$ cat config.mk
export PLATFORM = sky130hd
export DESIGN_NAME = uart_rx_ctrl
export DESIGN_NICKNAME = d
export VERILOG_FILES = /design/src/rtl/rx_pkg.sv /design/src/rtl/rx_edge_bit_counter.sv /design/src/rtl/uart_rx_ctrl.sv
export SDC_FILE = /design/constraint.sdc
export NUM_CORES = 1
export LEC_CHECK = 0
export ABC_CLOCK_PERIOD_IN_PS = 3100
export CORE_MARGIN = 4
export CORE_UTILIZATION = 31
export CTS_BUF_LIST = sky130_fd_sc_hd__clkbuf_4
export DETAILED_ROUTE_END_ITERATION = 8
export SYNTH_ARGS = -nofsm -noshare
export SYNTH_HDL_FRONTEND = slang
export SYNTH_SLANG_ARGS = --single-unit
$ cat constraint.sdc
create_clock -name clk -period 3.1 [get_ports clk]
set_input_delay 0.775 -clock clk [delete_from_list [all_inputs] [get_ports clk]]
set_output_delay 0.775 -clock clk [all_outputs]
set_load 0.02 [all_outputs]
$ cat src/rtl/rx_pkg.sv
// Shared state encoding, oversample constants and helpers for the UART RX controller.
package rx_pkg;

   localparam int unsigned DEF_DATA_W  = 8;
   localparam int unsigned DEF_PRESC_W = 6;

   localparam int unsigned PRESC_8  = 8;
   localparam int unsigned PRESC_16 = 16;
   localparam int unsigned PRESC_32 = 32;

   typedef enum logic [2:0] {
      IDLE   = 3'd0,
      START  = 3'd1,
      DATA   = 3'd2,
      PARITY = 3'd3,
      STOP   = 3'd4
   } rx_state_e;

   // Map a requested oversample ratio onto a supported one; anything unsupported runs at x8.
   function automatic int unsigned presc_sel(input int unsigned req);
      if (req == PRESC_16 || req == PRESC_32) begin
         return req;
      end
      return PRESC_8;
   endfunction

endpackage

$ cat src/rtl/rx_edge_bit_counter.sv
// Oversample edge counter and data-bit counter with the bit-end flag.
module rx_edge_bit_counter #(
   parameter int unsigned PRESC_W = 6,
   parameter int unsigned BIT_W   = 4
) (
   input  logic               clk,
   input  logic               rst,
   input  logic               cnt_en,
   input  logic               cnt_start,
   input  logic               bit_run,
   input  logic [PRESC_W-1:0] presc,
   output logic [PRESC_W-1:0] edge_cnt,
   output logic [BIT_W-1:0]   bit_cnt,
   output logic               bit_end_c
);

   assign bit_end_c = cnt_en && (edge_cnt == (presc - PRESC_W'(1)));

   // Edge counter: the start-detect cycle is edge 0, so counting resumes at 1.
   always_ff @(posedge clk or negedge rst) begin
      if (!rst) begin
         edge_cnt <= '0;
      end else if (cnt_en) begin
         edge_cnt <= bit_end_c ? '0 : edge_cnt + PRESC_W'(1);
      end else begin
         edge_cnt <= cnt_start ? PRESC_W'(1) : '0;
      end
   end

   // Data-bit index: held at zero outside the data phase, advances at each bit end.
   always_ff @(posedge clk or negedge rst) begin
      if (!rst) begin
         bit_cnt <= '0;
      end else if (!bit_run) begin
         bit_cnt <= '0;
      end else if (bit_end_c) begin
         bit_cnt <= bit_cnt + BIT_W'(1);
      end
   end

endmodule

$ cat src/rtl/uart_rx_ctrl.sv
// UART receive sequencer: start detect, 3-sample majority vote, deserializer strobes, parity/stop checks.
module uart_rx_ctrl
   import rx_pkg::*;
#(
   parameter int unsigned DATA_W  = DEF_DATA_W,
   parameter int unsigned PRESC_W = DEF_PRESC_W
) (
   input  logic               clk,
   input  logic               rst,
   input  logic               rx_in,
   input  logic [PRESC_W-1:0] prescale,
   input  logic               par_en,
   input  logic               par_typ,
   input  logic [DATA_W-1:0]  deser_data,
   output logic               sampled_bit,
   output logic               deser_en,
   output logic               data_valid,
   output logic               par_err,
   output logic               stp_err,
   output logic               busy
);

   localparam int unsigned BIT_W = $clog2(DATA_W + 1);

   rx_state_e          state_q, state_d;
   logic [PRESC_W-1:0] presc_q, presc_d;
   logic               par_en_q, par_en_d;
   logic               par_typ_q, par_typ_d;
   logic               frm_err_q, frm_err_d;
   logic               deser_en_d, data_valid_d, par_err_d, stp_err_d, busy_d;
   logic               vote0_q, vote1_q;
   logic [PRESC_W-1:0] edge_cnt;
   logic [BIT_W-1:0]   bit_cnt;
   logic               bit_end_c;
   logic [PRESC_W-1:0] mid, mid_m1, mid_p1;
   logic               cnt_en, cnt_start, bit_run, exp_par;

   assign mid       = presc_q >> 1;
   assign mid_m1    = mid - PRESC_W'(1);
   assign mid_p1    = mid + PRESC_W'(1);
   assign cnt_en    = (state_q != IDLE);
   assign cnt_start = (state_q == IDLE) && !rx_in;
   assign bit_run   = (state_q == DATA);
   assign exp_par   = (^deser_data) ^ par_typ_q;

   rx_edge_bit_counter #(
      .PRESC_W (PRESC_W),
      .BIT_W   (BIT_W)
   ) u_cnt (
      .clk       (clk),
      .rst       (rst),
      .cnt_en    (cnt_en),
      .cnt_start (cnt_start),
      .bit_run   (bit_run),
      .presc     (presc_q),
      .edge_cnt  (edge_cnt),
      .bit_cnt   (bit_cnt),
      .bit_end_c (bit_end_c)
   );

   // Majority sampler: capture mid-1 and mid, vote with mid+1 so the result lands at mid+2.
   always_ff @(posedge clk or negedge rst) begin
      if (!rst) begin
         vote0_q     <= 1'b0;
         vote1_q     <= 1'b0;
         sampled_bit <= 1'b0;
      end else if (cnt_en) begin
         if (edge_cnt == mid_m1) vote0_q <= rx_in;
         if (edge_cnt == mid)    vote1_q <= rx_in;
         if (edge_cnt == mid_p1) begin
            sampled_bit <= (vote0_q & vote1_q) | (vote0_q & rx_in) | (vote1_q & rx_in);
         end
      end
   end

   // State, latched frame configuration and registered outputs.
   always_ff @(posedge clk or negedge rst) begin
      if (!rst) begin
         state_q    <= IDLE;
         presc_q    <= PRESC_W'(PRESC_8);
         par_en_q   <= 1'b0;
         par_typ_q  <= 1'b0;
         frm_err_q  <= 1'b0;
         deser_en   <= 1'b0;
         data_valid <= 1'b0;
         par_err    <= 1'b0;
         stp_err    <= 1'b0;
         busy       <= 1'b0;
      end else begin
         state_q    <= state_d;
         presc_q    <= presc_d;
         par_en_q   <= par_en_d;
         par_typ_q  <= par_typ_d;
         frm_err_q  <= frm_err_d;
         deser_en   <= deser_en_d;
         data_valid <= data_valid_d;
         par_err    <= par_err_d;
         stp_err    <= stp_err_d;
         busy       <= busy_d;
      end
   end

   // Next-state and output decode; frame configuration is captured only when a frame starts.
   always_comb begin
      state_d      = state_q;
      presc_d      = presc_q;
      par_en_d     = par_en_q;
      par_typ_d    = par_typ_q;
      frm_err_d    = frm_err_q;
      deser_en_d   = 1'b0;
      data_valid_d = 1'b0;
      par_err_d    = 1'b0;
      stp_err_d    = 1'b0;

      unique case (state_q)
         IDLE: begin
            if (!rx_in) begin
               state_d   = START;
               presc_d   = PRESC_W'(presc_sel(32'(prescale)));
               par_en_d  = par_en;
               par_typ_d = par_typ;
            end
         end
         START: begin
            if (bit_end_c) begin
               state_d = sampled_bit ? IDLE : DATA;
            end
         end
         DATA: begin
            // Registered one cycle early so the strobe is high while edge_cnt == mid+2.
            deser_en_d = (edge_cnt == mid_p1);
            if (bit_end_c && (bit_cnt == BIT_W'(DATA_W - 1))) begin
               state_d = par_en_q ? PARITY : STOP;
            end
         end
         PARITY: begin
            if (bit_end_c) begin
               if (sampled_bit != exp_par) begin
                  frm_err_d = 1'b1;
                  par_err_d = 1'b1;
               end
               state_d = STOP;
            end
         end
         STOP: begin
            if (bit_end_c) begin
               if (!sampled_bit) begin
                  stp_err_d = 1'b1;
               end else if (!frm_err_q) begin
                  data_valid_d = 1'b1;
               end
               frm_err_d = 1'b0;
               if (!rx_in) begin
                  state_d   = START;
                  presc_d   = PRESC_W'(presc_sel(32'(prescale)));
                  par_en_d  = par_en;
                  par_typ_d = par_typ;
               end else begin
                  state_d = IDLE;
               end
            end
         end
         default: begin
            state_d = IDLE;
         end
      endcase

      busy_d = (state_d != IDLE);
   end

endmodule

# [Word level (Yosys, flattened, before mapping)]
# Cells that the tools add are included.
[totals] regBits=30 latch_bits=0 ramBits=0 rom_bits=0 in_bits=19 out_inout_bits=6 wordCells=108 mem_count=0
[classes] add_sub_neg=5 n_mul=0 div_mod_pow=0 order_cmp=0 eq_ne=18 shifts=0 n_mux=47 bitwise_logic=6 reduce_logical=17
[op_table] cell="6-bit two-way mux" count=8
[op_table] cell="1-bit two-way mux" count=25
[op_table] cell="6-bit equality test" count=3
[op_table] cell="3-bit two-way mux" count=6
[op_table] cell="3-bit case mux with 5 select lines" count=1
[op_table] cell="2-bit != test, second input constant" count=6
[op_table] cell="6-bit case mux with 2 select lines" count=1
[op_table] cell="4-bit two-way mux" count=2
[op_table] cell="2-bit AND reduction" count=4
[op_table] cell="4-bit AND reduction" count=2
[op_table] cell="8-bit XOR reduction" count=1
[op_table] cell="5-bit by 1-bit adder with 6-bit output, second input constant" count=1
[op_table] cell="6-bit by 1-bit adder with 6-bit output, second input constant" count=1
[op_table] cell="3-bit by 2-bit equality test with 1-bit output, second input constant" count=2
[op_table] cell="6-bit by 5-bit equality test with 1-bit output" count=1
[op_table] cell="6-bit by 5-bit equality test with 1-bit output, second input constant" count=1
[op_table] cell="6-bit equality test, second input constant" count=1
[op_table] cell="1-bit case mux with 2 select lines" count=3
[op_table] cell="3-bit nonzero test" count=2
[op_table] cell="5-bit by 1-bit subtractor with 6-bit output, second input constant" count=1
[op_table] cell="6-bit by 1-bit subtractor with 6-bit output, second input constant" count=1
[op_table] cell="4-bit by 1-bit adder with 4-bit output, second input constant" count=1
[op_table] cell="4-bit by 3-bit equality test with 1-bit output, second input constant" count=1
[op_table] cell="2-bit nonzero test" count=2
[op_table] cell="11 further kinds" count=16

# [Depth between registers and ports, before layout]
# Gate-level depths: netlist of the first run.
[depth] depth_word=10 mapped_depth=9 depth_no_buf=7

# [Modules after synthesis]
# From an unflattened synthesis of the first run, not the netlist that was laid out.
[unflattened] cells_unflattened=194 area_unflattened_um2=1891.8
[by_module_without_submodules] module="uart_rx_ctrl" n_inst=1 cells_per_inst=127 area_per_inst_um2=1247.4 seq_area_each_um2=501.7
[by_module_without_submodules] module="rx_edge_bit_counter" n_inst=1 cells_per_inst=67 area_per_inst_um2=644.4 seq_area_each_um2=250.2

# [Worst setup path after synthesis of the first run]
# OpenSTA, ideal clock, no wires.
[synth_timing] kind="register to register" startpoint="register presc_q[2]" endpoint="register par_en_q" setup_time_ns=0.125 arrival_ns=2.143 required_ns=2.975 path_slack_ns=0.833 path_stages_with_launch=9 path_buffers=1 synth_period_minus_slack_ns=2.267 path_cell_list="dfrtp_1 -> buf_2 -> inv_1 -> ha_1 -> nor3b_1 -> and3_1 -> o211ai_2 -> a21oi_2 -> mux2_2"
[synth_between] elab_chain_cells=5
[synth_rtl] item="start: declaration" line="uart_rx_ctrl.sv:26" source="logic [PRESC_W-1:0] presc_q, presc_d;"
[synth_rtl] item="start signal: assignment" line="uart_rx_ctrl.sv:80" source="presc_q <= PRESC_W'(PRESC_8);"
[synth_rtl] item="start signal: assignment" line="uart_rx_ctrl.sv:91" source="presc_q <= presc_d;"
[synth_rtl] item="6-bit by 1-bit subtractor with 6-bit output" line="rx_edge_bit_counter.sv:17" source="assign bit_end_c = cnt_en && (edge_cnt == (presc - PRESC_W'(1)));"
[synth_rtl] item="6-bit equality test" line="rx_edge_bit_counter.sv:17"
[synth_rtl] item="1-bit logical AND" line="rx_edge_bit_counter.sv:17"
[synth_rtl] item="2-bit != test (no line)"
[synth_rtl] item="2-bit AND reduction (no line)"
[synth_rtl] item="end signal: assignment" line="uart_rx_ctrl.sv:92" source="par_en_q <= par_en_d;"
[synth_rtl] item="end: declaration" line="uart_rx_ctrl.sv:27" source="logic par_en_q, par_en_d;"
# No other way between the ends.
# A chain may end at the register's enable or synchronous reset.

# [Worst setup path after layout of the first run]
[layout_timing] startpoint="register presc_q[1]" endpoint="register par_typ_q"
[layout_between] elab_chain_cells=5
[layout_rtl] item="6-bit by 1-bit subtractor with 6-bit output" line="rx_edge_bit_counter.sv:17"
[layout_rtl] item="6-bit equality test" line="rx_edge_bit_counter.sv:17"
[layout_rtl] item="1-bit logical AND" line="rx_edge_bit_counter.sv:17"
[layout_rtl] item="2-bit != test (no line)"
[layout_rtl] item="2-bit AND reduction (no line)"
[layout_rtl] item="end signal: assignment" line="uart_rx_ctrl.sv:93" source="par_typ_q <= par_typ_d;"
[layout_rtl] item="end: declaration" line="uart_rx_ctrl.sv:28" source="logic par_typ_q, par_typ_d;"
# No other way between the ends.

==> reports/metrics.yaml, run 1 <==
outcome: "complete, no violations"
layout_min_cycle_time_ps: 2544
hold_violations: 0
crit_family: "simple AND/OR/NAND/NOR gates"
synth-edff-count: 0
gr-usage-all-layers: 0.1224
post_cts_buffers: 0
ys_top_cells_by_area: "dfrtp_1, xnor2_1, mux2_2, ha_1, nor2_1"
setup_violations: 0
whs_path_depth: 1
r2r_cells: 7
hold-path-endpoint: "data_valid"
crit_arrival_ps: 2760
fin_skew_ps: 13.41
avgSynthCellArea_um2: 9.656
io_buffers: 24
die_x_um: 87.91
yosys_warnings: 0
die_area_um2: 7727
start_kind: "register"
min_path_type: "reg -> reg"
dp_hpwl_mm: 3.189
num_rows: 28
cts.clk_slew.worst_paths_ps: 110
worstPathRequired_ps: 3310
yosys.area_share.simple: 0.2105
grt_antenna_before_repair: 0
ff2ff_setup_slack_ps: 560
synthAdderAreaFrac: 0.04298
cts_resized: 0
core_area_um2: 6061
synth_top_area_cell: "dfrtp_1"
drv_slew: 0
antennaDiodeCount: 0
synth_top_area_frac: 0.3666
antenna_left: 0
clock-sinks: 30
worst_pin_slew_ps: 540.2
syn_inst: 205
reg2reg_from: "presc_q[1]"
synth_cell_types: 51
synth_most_common_cell: "dfrtp_1"
fin_util: 0.3875
grt_pass1_wl_mm: 7.417
maxClockFrequency_mhz: 393.1
muxShareOfSynthArea: 0.04994
cts_buffers: 5
drive_above_1_share: 0.1174
grt_overflow: 0
fin_crit_sh: 0.8205
synthTopCellsByCount: "dfrtp_1, xnor2_1, nor2_1"
htreeDepth: 2
rsz0062_at_grt: "false"
root_buffer: "clkbuf_4"
drv_cap: 0
die_h_um: 87.91
wire_per_inst_um: 13.99
synth_compound_area_frac: 0.1163
vdd_drop_max_mv: 0.4548
drc: 0
place_congestion: 0.7589
slowest_stage: "a21oi_2"
p_leak_nw: 0.9295
syn2layout_area_growth_pct: 18.65
power_density_nw_per_um2: 751.3
drt_pass1_iterations: 4
clk_path_buf_depth: 2
num_vias: 1551
r2r_end: "par_typ_q"
initialDrtViolationCount: 52
finalNetCount: 254
cts_hold_buf: 0
vias_per_cell: 5.085
syn-num-nets: 230
clk_latency_ps: 330
worstPathCellList: "inv_1, ha_1, nor3b_1, and3_1, o211ai_2, a21oi_2, mux2_2"
async_flop_share: 1.000
cts_tree: "yes"
yosysSeqAreaShare: 0.3799
start_util: 0.3266
end_kind: "register"
grt_max_degree: 31
synth_xor_area_frac: 0.1511
cp_num_buf_inv: 1
max-slew-margin-rel: 0.6398
critical_path_class: "reg -> reg"
slowest_delay_ps: 470
wirelength_mm: 4.268
tns_ps: 0
synth_top_family_by_area: "simple AND/OR/NAND/NOR gates"
crit_path_max_fanout: 9
synthFlopType: "dfrtp_1"
io_pins: 25
synthesis.area_um2: 1979
grt_pass1_vias: 1584
worstHoldStart: "frm_err_q"
yosys_register_bits: 30
[power breakdown]
| part | internal, mW | total [mW] | switching [mW] |
|---|---|---|---|
| clock network | 0.0939 | 0.232 | 0.138 |
| logic | 0.437 | 0.905 | 0.468 |
| registers | 0.488 | 0.627 | 0.139 |
[how the worst max path moves through the flow]
stage	startpoint	to	slack [ps]	cells after the start
global route	presc_q[1]	par_typ_q	340	7
floorplan	presc_q[2]	par_en_q	830	8
finish	presc_q[1]	par_typ_q	560	7
CTS	presc_q[1]	par_typ_q	540	7
detailed placement	rx_in	par_typ_q	290	5
global placement	rx_in	presc_q[4]	360	5
[kinds of logic (layout without fill, tap and decap cells)]
| logic type | Yosys count | in the layout |
|---|---|---|
| fa+ha+maj | 7 | 7 |
| buf+inv | 23 | 48 |
| xor+xnor | 31 | 31 |
| compound gates | 31 | 31 |
| mux | 9 | 9 |
| flops | 30 | 30 |
| simple gates | 74 | 74 |
[metal layers]
layer,up-vias,track usage,share of wire
met2,17,0.1925,0.47
met4,0,0.04463,0.011
li1,778,-,-
met5,-,0,0
met1,749,0.1660,0.50
met3,7,0.02540,0.024
[state kept, by name, indices dropped and copies added (netlist names), 3 cells and up]
| signal | count |
|---|---|
| presc_q | 6 |
| state_q | 3 |
| u_cnt.bit_cnt | 4 |
| u_cnt.edge_cnt | 6 |
[cell usage in the layout (no fill, tap or decap), drive strengths merged, types with 5 or more instances in the layout]
cell / instances
clkbuf: 6
inv: 11
a21oi: 8
buf: 5
nand4: 5
ha: 6
nor3: 10
nand3: 7
nor2: 15
nand2: 8
xor2: 6
mux2: 7
clkdlybuf4s50: 24
xnor2: 23
dfrtp: 29
[layout make-up]
| cell class | instances | area [um^2] |
|---|---|---|
| clock buffer | 6 | 45.04 |
| inverter | 11 | 41.29 |
| fill | 619 | 3712 |
| tap | 75 | 93.84 |
| multi-input combinational | 152 | 1130 |
| sequential | 30 | 752.0 |
| clock inverter | 2 | 8.758 |
| timing repair buffer | 29 | 277.8 |
[stage by stage]
stage               worst slack, ps  hold slack (ps)  cells  power [mW]  cell area (um^2)
CTS                           544.8            459.8    305       1.778              2349
detailed placement            293.1            444.7    297       1.539              2295
global route                  344.7            477.2    305       1.906              2349
finish                        556.4            461.8    305       1.764              2349
floorplan                     832.7            411.7    205       1.298              1979
global placement              358.3            446.4    297       1.534              2295
Power figures use the tool's default switching activity.
==> inputs of run 2 (changes only) <==
--- a/config.mk
+++ b/config.mk
@@ -5,7 +5,7 @@
 export SDC_FILE = /design/constraint.sdc
 export NUM_CORES = 1
 export LEC_CHECK = 0
-export ABC_CLOCK_PERIOD_IN_PS = 3100
+export ABC_CLOCK_PERIOD_IN_PS = 2200
 export CORE_MARGIN = 4
 export CORE_UTILIZATION = 31
 export CTS_BUF_LIST = sky130_fd_sc_hd__clkbuf_4
==> constraint.sdc (replaced) <==
create_clock -name clk -period 2.2 [get_ports clk]
set_input_delay 0.55 -clock clk [delete_from_list [all_inputs] [get_ports clk]]
set_output_delay 0.55 -clock clk [all_outputs]
set_load 0.02 [all_outputs]
==> run 2 against run 1 <==
Wire length increased by 11%. Via count is 7.9% higher. Design area rose by 12%. Highest routed layer unchanged. Largest power group unchanged.
==> reports/metrics.yaml, run 2 (synthesis results as in run 1) <==
outcome: "complete, no violations"
post-place-ws_ps: -91.05
worst_pin_slew_ps: 431.4
wirelength_mm: 4.718
fin_util: 0.4333
cts_hold_buf: 0
drv_cap: 0
p_seq_frac: 0.295
crit_path_frequent_cell: "buf_4"
die_x_um: 87.91
grt_pass1_wl_mm: 7.859
drc: 0
hold_violations: 0
drt_pass1_iterations: 4
critPathLaunch: "presc_q[1]"
reg2reg_from: "presc_q[1]"
crit_path_max_fanout: 5
worstPathCellList: "inv_2, ha_4, xnor2_1, a311oi_2, buf_4, o211ai_4, buf_4, or4_4, a21oi_2"
antenna_left: 0
clock-sinks: 30
cts.clk_slew.worst_paths_ps: 100
dp.cells: 318
grt_pass1_vias: 1612
grt_antenna_before_repair: 0
initialDrtViolationCount: 59
num_rows: 28
worstPathRequired_ps: 2480
worstHoldStart: "frm_err_q"
layout_common_cells: "buf_4, dfrtp_1, clkdlybuf4s50_1"
drive_above_1_share: 0.2461
power.total_mw: 2.788
crit_arrival_ps: 2450
vias_per_cell: 5.057
start_kind: "register"
seqCellArea_um2: 753.2
grt_max_degree: 31
pwr-share-comb: 0.588
power_density_nw_per_um2: 1062
htreeDepth: 2
fin_cells: 331
die_area_um2: 7727
drv_slew: 0
cts_tree: "yes"
core_area_um2: 6061
dp_hpwl_mm: 3.478
syn2layout_area_growth_pct: 32.68
switching_power_mw: 1.154
num_vias: 1674
finalNetCount: 280
clk_latency_ps: 340
max-slew-margin-rel: 0.7103
clkPwrFrac: 0.117
clk_path_buf_depth: 2
io_pins: 25
cts_buffers: 5
p_int_mw: 1.634
multi_input_area_um2: 1219
gr-usage-all-layers: 0.1320
fin_ws_ps: 21.29
slowest_stage: "or4_4"
critical_path_class: "reg -> reg"
die_h_um: 87.91
antennaDiodeCount: 0
fin_crit_sh: 0.9903
tns_ps: 0
grt_overflow: 0
reg.largest.list: "presc_q (6), u_cnt.edge_cnt (6), u_cnt.bit_cnt (4)"
start_util: 0.3266
final_common_cell: "buf_4"
fillers: 580
setup_violations: 0
min_path_type: "reg -> reg"
p_leak_nw: 1.069
switching_share: 0.4139
place_congestion: 0.8070
end_kind: "register"
placement.cell_area_um2: 2465
maxClockFrequency_mhz: 459.0
io_buffers: 24
slowest_delay_ps: 410
wire_per_inst_um: 14.25
root_buffer: "clkbuf_4"
design_area_um2: 2626
holdWs_ps: 455.2
vdd_drop_max_mv: 0.6539
fin_skew_ps: 8.630
layout_min_cycle_time_ps: 2179
run 2: power by group through the flow:
stage	clock, mW	combinational, mW	sequential [mW]
2_1_floorplan	0	1.02	0.819
3_3_place_gp	0	1.46	0.830
3_5_place_dp	0	1.48	0.831
4_1_cts	0.342	1.59	0.822
5_1_grt	0.366	1.81	0.842
6_report	0.326	1.64	0.824
run 2: path summary, 6_finish.rpt:
check	endpoint	cells after the start	slack, ps
max	u_cnt.bit_cnt[2]	9	20
min	data_valid	1	460
max reg2reg	u_cnt.bit_cnt[2]	9	20
min reg2reg	data_valid	1	460
max in group asynchronous	presc_q[3]	2	1270
min in group asynchronous	u_cnt.edge_cnt[5]	2	610
run 2: critical path: cells and delay by family, from the launching register on:
family / cells / cell delay, ps
AOI/OAI and AO/OA: 3 / 490
xor gates and xnor gates: 1 / 140
adders and majority gates: 1 / 210
buffers and inverters: 3 / 480
DFF: 1 / 400
and+or+nand+nor: 1 / 410
run 2: area by class of cell:
type	count	area share
clock inverters	2	0.003335
inverters	11	0.01572
clock buffers	6	0.01715
well taps	75	0.03573
multi-input cells	153	0.4640
repair buffers	54	0.1772
flip-flops and latches	30	0.2868
run 2: repair_timing:
| action | CTS | global route |
|---|---|---|
| cloned | 1 | 0 |
| pin swaps | 3 | 1 |
| resized for setup | 6 | 8 |
| buffers inserted | 2 | 2 |
| setup endpoints to repair | 11 | 11 |
run 2: layer usage:
metal | GRT usage | up-vias | part of all wire
li1 | - | 837 | -
met1 | 0.1778 | 785 | 0.46
met2 | 0.2062 | 44 | 0.48
met3 | 0.02822 | 8 | 0.043
met4 | 0.05300 | 0 | 0.015
met5 | 0 | - | 0
==> inputs of run 3 (changes only) <==
==> constraint.sdc (replaced) <==
create_clock -name clk -period 2.2 [get_ports clk]
set_input_delay 0.55 -clock clk [delete_from_list [all_inputs] [get_ports clk]]
set_output_delay 0.55 -clock clk [all_outputs]
set_load 0.01 [all_outputs]
==> results of run 3 <==
Same layout as run 2 (identical final DEF). Status: complete, no violations.
Among the figures that moved: total power 2.788 mW -> 2.773 mW
